**src/rtl/crc32_multi_hash_pkg.sv**
```systemverilog
// Shared constants, FSM state type and bit-reflection helpers for the multi-row CRC32 hash engine.
// The optional reflected (zlib-compatible) mode is enabled by defining CRC_HASH_REFLECT_EN.
package crc_hash_pkg;

   localparam logic [31:0] CRC_POLY = 32'h04C11DB7;
   localparam int          BEAT_W   = 64;

   // One seed per sketch row; row 0 uses the standard CRC-32 initial value.
   localparam logic [31:0] HASH_SEED [0:7] = '{
      32'hFFFFFFFF, 32'h1B873593, 32'hCC9E2D51, 32'h85EBCA6B,
      32'hC2B2AE35, 32'h27D4EB2F, 32'h165667B1, 32'h9E3779B9
   };

   typedef enum logic [1:0] {
      IDLE  = 2'd0,
      ACCUM = 2'd1,
      OUT   = 2'd2
   } hash_state_t;

   function automatic logic [63:0] byte_reflect(input logic [63:0] data);
      logic [63:0] r;
      r = '0;
      for (int b = 0; b < 8; b++) begin
         for (int i = 0; i < 8; i++) begin
            r[8*b + i] = data[8*b + 7 - i];
         end
      end
      return r;
   endfunction

   function automatic logic [31:0] reflect32(input logic [31:0] value);
      logic [31:0] r;
      r = '0;
      for (int i = 0; i < 32; i++) begin
         r[i] = value[31 - i];
      end
      return r;
   endfunction

endpackage

```
**src/rtl/crc32_d64_step.sv**
```systemverilog
// Combinational CRC32 update over one 64-bit beat; bytes are consumed lowest first,
// and each byte is shifted in MSB first.
module crc32_d64_step
   import crc_hash_pkg::*;
(
   input  logic [31:0] crc_in,
   input  logic [63:0] data,
   output logic [31:0] crc_out
);

   logic [31:0] crc_acc;

   always_comb begin
      crc_acc = crc_in;
      for (int b = 0; b < 8; b++) begin
         for (int i = 7; i >= 0; i--) begin
            if (crc_acc[31] ^ data[8*b + i]) begin
               crc_acc = {crc_acc[30:0], 1'b0} ^ CRC_POLY;
            end else begin
               crc_acc = {crc_acc[30:0], 1'b0};
            end
         end
      end
      crc_out = crc_acc;
   end

endmodule

```
**src/rtl/crc32_multi_hash.sv**
```systemverilog
// Multi-row CRC32 hash engine: NUM_HASH seeded CRC lanes over a KEY_W key, one beat per cycle.
// Define CRC_HASH_REFLECT_EN for byte-reflected input and reflected, inverted (zlib-style) output.
module crc32_multi_hash
   import crc_hash_pkg::*;
#(
   parameter int KEY_W    = 64,
   parameter int NUM_HASH = 3,
   parameter int IDX_W    = 16
)
(
   input  logic                      clk,
   input  logic                      reset,
   input  logic [KEY_W-1:0]          key,
   input  logic                      key_valid,
   output logic                      key_ready,
   output logic [NUM_HASH*32-1:0]    hash_out,
   output logic [NUM_HASH*IDX_W-1:0] hash_idx,
   output logic                      hash_valid,
   input  logic                      hash_ready
);

   localparam int BEATS = KEY_W / BEAT_W;
   localparam int CNT_W = 4;

   hash_state_t          state;
   hash_state_t          state_next;
   logic [KEY_W-1:0]     key_sr;
   logic [CNT_W-1:0]     beat_cnt;
   logic [31:0]          crc_q    [NUM_HASH];
   logic [31:0]          crc_next [NUM_HASH];
   logic [NUM_HASH*32-1:0] hash_q;
   logic [BEAT_W-1:0]    step_data;
   logic                 accept;
   logic                 last_beat;

   function automatic logic [31:0] finalize(input logic [31:0] crc);
`ifdef CRC_HASH_REFLECT_EN
      return reflect32(crc) ^ 32'hFFFFFFFF;
`else
      return crc;
`endif
   endfunction

`ifdef CRC_HASH_REFLECT_EN
   assign step_data = byte_reflect(key_sr[BEAT_W-1:0]);
`else
   assign step_data = key_sr[BEAT_W-1:0];
`endif

   assign accept    = key_valid && key_ready;
   assign last_beat = (beat_cnt == CNT_W'(BEATS - 1));

   // Every lane sees the same beat; only the starting seed differs.
   for (genvar g = 0; g < NUM_HASH; g++) begin : g_lane
      crc32_d64_step u_step (
         .crc_in  (crc_q[g]),
         .data    (step_data),
         .crc_out (crc_next[g])
      );
      assign hash_idx[g*IDX_W +: IDX_W] = hash_q[g*32 +: IDX_W];
   end

   always_ff @(posedge clk) begin
      if (reset) begin
         state <= IDLE;
      end else begin
         state <= state_next;
      end
   end

   // key_ready looks at hash_ready directly so a result can be retired and a new key taken in one cycle.
   always_comb begin
      state_next = state;
      key_ready  = 1'b0;
      hash_valid = 1'b0;
      case (state)
         IDLE: begin
            key_ready = !reset;
            if (key_valid) begin
               state_next = ACCUM;
            end
         end
         ACCUM: begin
            if (last_beat) begin
               state_next = OUT;
            end
         end
         OUT: begin
            hash_valid = 1'b1;
            key_ready  = !reset && hash_ready;
            if (hash_ready) begin
               state_next = key_valid ? ACCUM : IDLE;
            end
         end
         default: begin
            state_next = IDLE;
         end
      endcase
   end

   // Results are only written on the last beat, so a reset mid-key never exposes a partial hash.
   always_ff @(posedge clk) begin
      if (reset) begin
         key_sr   <= '0;
         beat_cnt <= '0;
         hash_q   <= '0;
         for (int i = 0; i < NUM_HASH; i++) begin
            crc_q[i] <= '0;
         end
      end else if (accept) begin
         key_sr   <= key;
         beat_cnt <= '0;
         for (int i = 0; i < NUM_HASH; i++) begin
            crc_q[i] <= HASH_SEED[i];
         end
      end else if (state == ACCUM) begin
         key_sr   <= key_sr >> BEAT_W;
         beat_cnt <= beat_cnt + 1'b1;
         for (int i = 0; i < NUM_HASH; i++) begin
            crc_q[i] <= crc_next[i];
         end
         if (last_beat) begin
            for (int i = 0; i < NUM_HASH; i++) begin
               hash_q[32*i +: 32] <= finalize(crc_next[i]);
            end
         end
      end
   end

   assign hash_out = hash_q;

endmodule

```
**config.mk**
```make
export PLATFORM = sky130hd
export DESIGN_NAME = crc32_multi_hash
export DESIGN_NICKNAME = d
export VERILOG_FILES = /design/src/rtl/crc32_multi_hash_pkg.sv /design/src/rtl/crc32_d64_step.sv /design/src/rtl/crc32_multi_hash.sv
export SDC_FILE = /design/constraint.sdc
export NUM_CORES = 1
export LEC_CHECK = 0
export CORE_UTILIZATION = 46
export DETAILED_ROUTE_END_ITERATION = 10
export PLACE_DENSITY = 0.73
export SLEW_MARGIN = 10
export SYNTH_ARGS = -nofsm -noshare
export SYNTH_HDL_FRONTEND = slang
export SYNTH_HIERARCHICAL = 1
export SYNTH_SLANG_ARGS = --single-unit
```
**constraint.sdc**
```tcl
create_clock -name clk -period 10.9 [get_ports clk]
set_input_delay 1.635 -clock clk [delete_from_list [all_inputs] [get_ports clk]]
set_output_delay 1.635 -clock clk [all_outputs]
set_load 0.02 [all_outputs]
```
## Word-level counts from Yosys, hierarchy flattened

Memory sizes are Yosys's and may differ from the RTL's.
Cells that the tools add are included.

| cells by class | value |
|---|---|
| bitwise logic cells | 391 |
| multiplexer cells | 216 |
| equal/unequal tests | 5 |
| add/sub/neg operators | 1 |
| reduce and logical (&&, ||, !) cells | 9 |

Operators with widths:

| operator | number |
|---|---|
| 27-bit two-way mux | 192 |
| 14-bit inverter | 192 |
| 32-bit two-way mux | 6 |
| 1-bit XOR | 192 |
| 64-bit two-way mux | 2 |
| 1-bit two-way mux | 11 |
| 2-bit two-way mux | 3 |
| 2-bit != test, second input constant | 3 |
| 1-bit bitwise OR | 6 |
| 2-bit case mux with 3 select lines | 1 |
| 3-bit AND reduction | 2 |
| 4-bit by 1-bit adder with 4-bit output, second input constant | 1 |
| 4-bit logical NOT | 1 |
| 2-bit by 1-bit equality test with 1-bit output, second input constant | 1 |
| 2-bit equality test, second input constant | 1 |
| 1-bit logical AND | 2 |
| 2-bit logical NOT | 1 |
| 1-bit case mux with 2 select lines | 1 |
| 2-bit nonzero test | 1 |
| 2-bit OR reduction | 1 |
| 1-bit logical NOT | 1 |
| 1-bit inverter | 1 |

| word-level totals | value |
|---|---|
| memories | 1 |
| output and inout bits | 146 |
| bits in writable memories | 96 |
| flip-flop bits (word level) | 166 |
| word-level logic and storage cells | 627 |

Memories:

| memory | depth | bits a word | rd ports | clocked after memory_dff | write ports | line | RTL |
|---|---|---|---|---|---|---|---|
| crc_q | 3 | 32 | 3 | 0 | 3 | crc32_multi_hash.sv:29 | `logic [31:0] crc_q [NUM_HASH];` |

## Longest topological paths before layout

Gate-level depths: netlist (run 1).

| logic depth | value |
|---|---|
| depth after elaboration | 129 |
| mapped depth | 16 |
| gate-level depth less buffers | 15 |

## Cells and area by module

The synthesis (run 1) kept the hierarchy.

By module, submodules not included:

| module | area each (µm²) | cells each | times used | sequential area each (µm²) |
|---|---|---|---|---|
| crc32_d64_step | 7046.8 | 521 | 3 | 0.0 |
| crc32_multi_hash | 10548.9 | 857 | 1 | 6206.0 |

## Least setup slack after synthesis (run 1)

No wires, ideal clock.

| path | value |
|---|---|
| path type | reg2reg |
| start | register key_sr[3] |
| end | memory crc_q[0][13], data pin |
| path buffers | 0 |
| stages on the path, launching flop included | 15 |
| library setup time | 0.254 ns |
| clock period less this slack | 6.339 ns |
| required time | 10.646 ns |
| data arrival time | 6.085 ns |
| setup slack | 4.561 ns |
| cell sequence | dfxtp_1 -> xor2_2 -> xnor3_2 -> xnor3_1 -> xnor3_1 -> xnor3_2 -> xnor2_4 -> xnor3_2 -> xnor3_2 -> xnor3_1 -> xor3_2 -> xnor2_4 -> xor2_2 -> xnor3_1 -> a21o_1 |

RTL lines:

| item | line | RTL |
|---|---|---|
| from (decl) | crc32_multi_hash.sv:27 | `logic [KEY_W-1:0] key_sr;` |
| from (signal assigned) | crc32_multi_hash.sv:111 | `key_sr <= key;` |
| from (signal assigned) | crc32_multi_hash.sv:117 | `key_sr <= key_sr >> BEAT_W;` |
| to (decl) | crc32_multi_hash.sv:29 |  |

==> results of run 1 <==
-- logic make-up (layout without fill, tap and decap cells) --
family,count (synthesis),after routing
simple gates,243,243
fa+ha+maj,2,2
flops,262,262
xor+xnor,1562,1562
mux,97,97
buf+inv,120,277
other cells,0,3
compound gates,134,134
-- path summary, 6_finish.rpt --
kind	endpoint	slack (ps)	depth (start not counted)
hold reg to reg	hash_out[19]	470	2
setup / recovery	crc_q[0][8]	2900	14
setup reg to reg	crc_q[0][8]	2900	14
hold / removal	hash_out[19]	470	2
-- metrics by stage --
step	setup WS (ps)	area [um^2]	instances
after global routing	2740	35300	3453
after CTS	2960	35200	3450
final	2900	35300	3453
after detailed placement	2940	34300	3398
after floorplan	4560	31700	2420
after global placement	3000	34300	3398
-- final cells by class --
cell class / instances / area (um^2)
Tap cell: 873 / 1090
Fill cell: 5721 / 32400
Multi-Input combinational cell: 2038 / 24800
Antenna cell: 3 / 7.51
Clock buffer: 40 / 777
Timing Repair Buffer: 222 / 2200
Inverter: 3 / 12.5
Sequential cell: 262 / 6210
Clock inverter: 12 / 173
-- per-layer routing --
| layer | wire length (um) | share of wire, % |
|---|---|---|
| met1 | 40200 | 41 |
| met2 | 46700 | 47 |
| met3 | 7280 | 7.3 |
| met4 | 5000 | 5.0 |
| met5 | 0 | 0 |
-- cell usage in the layout, fill, tap and decap left out, types with 2 or more instances in the layout --
master / n
edfxtp_1: 96
xnor2_4: 27
mux2i_1: 97
xnor2_1: 754
xor3_2: 15
xor2_2: 24
xnor3_2: 30
and2_1: 32
clkdlybuf4s50_1: 212
nor2b_1: 4
bufinv_16: 3
buf_4: 10
nor3_1: 4
clkbuf_1: 10
clkinv_2: 5
nand2b_1: 194
a22o_1: 64
clkbuf_16: 29
ha_1: 2
xor2_1: 256
diode_2: 3
dfxtp_1: 166
xnor3_1: 348
nor2_1: 2
xor3_1: 63
a21o_1: 64
nor4b_4: 2
xnor2_2: 45
inv_1: 2
-- registers in the layout (all words and copies together), names as in the netlist --
register	cells
crc_q	96
hash_out	96
key_sr	64
beat_cnt	4
state	2
-- cell usage after synthesis (2+ instances only) --
cell / count / area (um^2)
a21o_1: 64 / 480
xnor3_1: 348 / 7840
and2_1: 32 / 200
dfxtp_1: 166 / 3320
inv_1: 2 / 7.51
nand2b_1: 194 / 1210
nor3_1: 4 / 20.0
buf_2: 20 / 100
nor2_1: 3 / 11.3
mux2i_1: 97 / 971
xnor2_2: 45 / 732
nor4b_2: 2 / 30.0
xnor2_4: 27 / 743
xor3_2: 15 / 375
xor2_1: 256 / 2240
xor3_1: 63 / 1500
xnor3_2: 30 / 713
buf_8: 3 / 45.0
buf_4: 58 / 435
edfxtp_1: 96 / 2880
a22o_1: 64 / 561
nor2b_1: 4 / 25.0
buf_6: 2 / 22.5
ha_1: 2 / 25.0
xnor2_1: 754 / 6600
xor2_2: 24 / 390
clkbuf_1: 34 / 128
-- worst max-delay path: stages (launching register included) --
cell and delay (ps):
dfxtp_1 480, xor2_1 770, xnor3_1 700, xnor3_1 610, xnor2_1 170, xnor2_1 380
xnor3_2 560, xnor2_2 390, xor3_1 490, xnor2_1 490, xnor3_1 690, xnor2_2 670
xor2_2 640, xnor3_1 540, a21o_1 200
==> reports/results.tsv, run 1 <==
stage	metric	value	unit
status	status	complete, no violations	
yosys	Syn Inst Count	2420	
floorplan	row count	95	
grt	vias in the first global route	19500	
drt	Iteration-0 DRC Markers	1566	
worst_hold_path	hold_sp	hash_out[19]	
grt	GR Util met1	37.3	%
clock_tree	number of setup buffers added after CTS	0	
clock_tree	htree depth	1	
clock_tree	Skew-Pair Late Insertion Delay	600	ps
layout	final core utilization	52.1	%
grt	grt met2 use	46.3	%
grt	largest net degree at the start of global routing	109	
yosys	syn_area_per_cell	13.1	um^2
timing	skew final	48.7	ps
yosys	Netlist Area Pre-Place	0.0317	mm^2
grt	first-pass GRT wire length	142	mm
yosys	adder-cell share of the synthesized area	0.0790	%
layout	Area Overhead vs Synth	11.2	%
setup_path	Worst Setup SP	key_sr[0]	
floorplan	die width	264	um
timing	Min Hold Slack	472	ps
timing	Slew Limit Fails	0	
yosys	Mapped Nets	2490	
setup_path	crit-path max FO	7	
clock_tree	clk sinks	262	
setup_path	Critical Path AT	8360	ps
clock_tree	clock buffer count from CTS	28	
timing	Slew @ Worst Pin	1060	ps
yosys	synth unique cells	38	
yosys	Synth warnings	6	
yosys	largest family of logic cells by synthesized area	XOR/XNOR gates	
yosys	Synth Area in Simple Gates	4.81	%
clock_tree	Clk pin slew, worst setup/hold paths	70	ps
drt	DR vias	18700	
yosys	asr flop ratio synth	0	%
floorplan	die height	264	um
setup_path	CP endpoint kind	register	
setup_path	r2r startpoint	key_sr[0]	
timing	Final min period	8000	ps
yosys	post-synthesis mux area share	3.06	%
floorplan	Ports	214	
yosys	post-synthesis compound-gate area fraction	3.43	%
timing	Slew HR	29.1	%
place	GPL Wtd Cong	1.03	
timing	Final period util	73.4	%
place	# port buffers	213	
layout	fraction of layout cells with a size suffix above 1	7.64	%
drt	DR WL/cell	28.7	um
timing	total negative setup slack	0	ps
grt	antenna violations before repair	3	
clock_tree	CTS Hold Bufs	0	
floorplan	die area	0.0699	mm^2
clock_tree	clock buffer depth	3	
setup_path	crit path kind	register to register	
setup_path	type of origin of the critical path	register	
yosys	flops & latches, synth	262	
layout	NumNets Final	2625	
grt	global route hottest layer	met2	
yosys	Post-synth EDFFs	96	
clock_tree	# resized after CTS	0	
drt	drt pass-1 iters	5	
setup_path	Critical Path RT	11250	ps
grt	grt met3 use	3.33	%
clock_tree	CTS Root Cell	clkbuf_16	
yosys	Synth Area in XOR/XNOR	66.7	%
worst_hold_path	worst min path class	register to register	
drt	final wirelength	99.2	mm
place	Final HPWL DP	80.1	mm
clock_tree	CTS tree	yes	
grt	Global Route Usage Sum	28.2	%
yosys	Top FF cell, synth	dfxtp_1	
timing	final hold viol count	0	
timing	max frequency	125	MHz
grt	grt total ovfl	0	
drt	drt drc	0	
flow_run	max cap viols	0	
floorplan	Initial Utilization	46.9	%
timing	RSZ-0062 raised after global routing	no	
timing	Final setup viols	0	
drt	Post-DRT Antenna Nets	0	
drt	vias per cell	5.42	
yosys	part of the Yosys area used for sequential elements	19.6	%
floorplan	core area	0.0676	mm^2
Power of run 1 is left out: the tool's default activity adds up to more than one toggle a clock period on the data nets, which glitch-free logic cannot reach.
==> run 2, diff against run 1 <==
==> constraint.sdc (replaced) <==
create_clock -name clk -period 7.6 [get_ports clk]
set_input_delay 1.14 -clock clk [delete_from_list [all_inputs] [get_ports clk]]
set_output_delay 1.14 -clock clk [all_outputs]
set_load 0.02 [all_outputs]
==> run 2 against run 1 <==
  * Worst setup slack got worse by 2800 ps
  * Register-to-register slack got worse by 2800 ps
  * Largest cell class unchanged
  * Via count grew 1.8%
  * Die area unchanged
  * Maximum frequency increased by 7.0%
==> reports/results.tsv, run 2 (synthesis results as in run 1) <==
stage	metric	value	unit
setup_path	slowest stage delay, CP	760	ps
setup_path	type of origin of the critical path	register	
grt	largest net degree at the start of global routing	116	
drt	DR WL/cell	28.1	um
layout	final core utilization	53.2	%
timing	final hold viol count	0	
layout	most frequent cells in the layout	xnor2_1 (752), xnor3_1 (348), xor2_1 (254), clkdlybuf4s50_1 (212), nand2b_1 (194)	
clock_tree	Skew-Pair Late Insertion Delay	610	ps
drt	DR vias	19100	
timing	Final setup viols	0	
timing	Slew HR	27.1	%
timing	Slew Limit Fails	0	
setup_path	CP Buf/Inv Count	1	
floorplan	core area	0.0676	mm^2
worst_hold_path	Worst Hold Depth	2	
floorplan	die width	264	um
setup_path	CP endpoint kind	register	
grt	vias in the first global route	19800	
clock_tree	Clk pin slew, worst setup/hold paths	70	ps
floorplan	die area	0.0699	mm^2
clock_tree	CTS tree	yes	
worst_hold_path	hold_sp	hash_out[20]	
floorplan	Ports	214	
setup_path	worst r2r dst	crc_q[0][45]	
clock_tree	number of setup buffers added after CTS	0	
timing	RSZ-0062 raised after global routing	no	
grt	Global Route Usage Sum	28.3	%
setup_path	r2r startpoint	key_sr[3]	
place	GPL Wtd Cong	1.01	
place	Final HPWL DP	79.9	mm
timing	skew final	46.4	ps
drt	vias per cell	5.39	
setup_path	Critical Path RT	7920	ps
worst_hold_path	worst min path class	register to register	
layout	number of fill cells	5645	
grt	antenna violations before repair	0	
setup_path	R2R Setup Slk	120	ps
setup_path	critical path's slowest cell	dfxtp_1	
setup_path	cell family contributing the most delay on the critical path	XOR/XNOR gates	
timing	total negative setup slack	0	ps
setup_path	crit-path max FO	7	
floorplan	Initial Utilization	46.9	%
grt	grt total ovfl	0	
place	# port buffers	213	
timing	Final min period	7480	ps
clock_tree	clk sinks	262	
status	status	complete, no violations	
layout	commonest non-fill, non-tap cell in the layout	xnor2_1	
flow_run	max cap viols	0	
drt	drt pass-1 iters	5	
layout	Area Overhead vs Synth	13.5	%
grt	first-pass GRT wire length	143	mm
setup_path	Cell Chain, Critical Path	xor2_2 > buf_4 > xnor3_2 > xnor3_1 > xnor3_1 > xnor3_2 > xnor2_4 > xnor3_2 > xnor2_1 > xnor2_1 > xnor3_1 > xnor3_2 > xnor2_1 > xnor3_1 > a21o_1	
floorplan	row count	95	
clock_tree	htree depth	1	
setup_path	R2R depth	15	
drt	Iteration-0 DRC Markers	1707	
setup_path	crit path kind	register to register	
timing	Final period util	98.5	%
floorplan	die height	264	um
drt	final wirelength	99.3	mm
layout	NumNets Final	2711	
clock_tree	CTS Root Cell	clkbuf_16	
layout	antenna cells	0	
drt	Post-DRT Antenna Nets	0	
timing	max frequency	134	MHz
clock_tree	clock buffer depth	3	
setup_path	Critical Path AT	7810	ps
worst_hold_path	worst hold endpoint	hash_out[20]	
layout	fraction of layout cells with a size suffix above 1	11.1	%
clock_tree	clock buffer count from CTS	28	
drt	drt drc	0	
timing	Slew @ Worst Pin	1090	ps
==> run 2: final cells by class <==
cell class,instances,area [um^2],share of cell area [%]
Multi-Input combinational cell,2038,24800,69.1
Inverter,3,12.5,0.0348
Timing Repair Buffer,308,2840,7.91
Tap cell,873,1090,3.04
Clock buffer,33,782,2.18
Clock inverter,19,166,0.463
Sequential cell,262,6210,17.3
==> run 2: worst min-delay path, stage by stage (launching register included) <==
cell      delay [ps]
dfxtp_1          320
nand2b_1          60
mux2i_1           50
==> run 2: how the worst max path moves through the flow <==
stage,from,end,depth (start not counted)
floorplan,key_sr[3],crc_q[0][13],14
global route,key_sr[3],crc_q[0][45],15
finish,key_sr[3],crc_q[0][45],15
global placement,key_sr[15],crc_q[0][40],14
detailed placement,key_sr[15],crc_q[0][40],14
CTS,key_sr[15],crc_q[0][45],14
==> run 2: repair_timing <==
| item | in CTS | in global routing |
|---|---|---|
| hold buffers | 0 | 0 |
| setup endpoints to repair | 1 | 16 |
| pin swaps | 0 | 0 |
| resized for setup | 1 | 7 |
==> run 2: metal layers <==
| metal | GRT usage, % | vias to the layer above | wire length [um] |
|---|---|---|---|
| met5 | 0 | - | 0 |
| met4 | 12.7 | 0 | 4950 |
| met3 | 3.43 | 163 | 7210 |
| met2 | 46.6 | 811 | 46900 |
| met1 | 37.3 | 9551 | 40200 |
| li1 | - | 8529 | - |
==> run 2: through the flow <==
| step | area (um^2) | cells | worst slack, ps | hold WS [ps] |
|---|---|---|---|---|
| after global placement | 34900 | 3484 | 81.2 | 458 |
| after CTS | 35900 | 3536 | 100 | 477 |
| final | 36000 | 3536 | 117 | 474 |
| after global routing | 36000 | 3536 | 55.6 | 488 |
| after floorplan | 31700 | 2420 | 1260 | 491 |
| after detailed placement | 34900 | 3484 | 96.2 | 468 |
Power of run 2 is left out for the same reason.
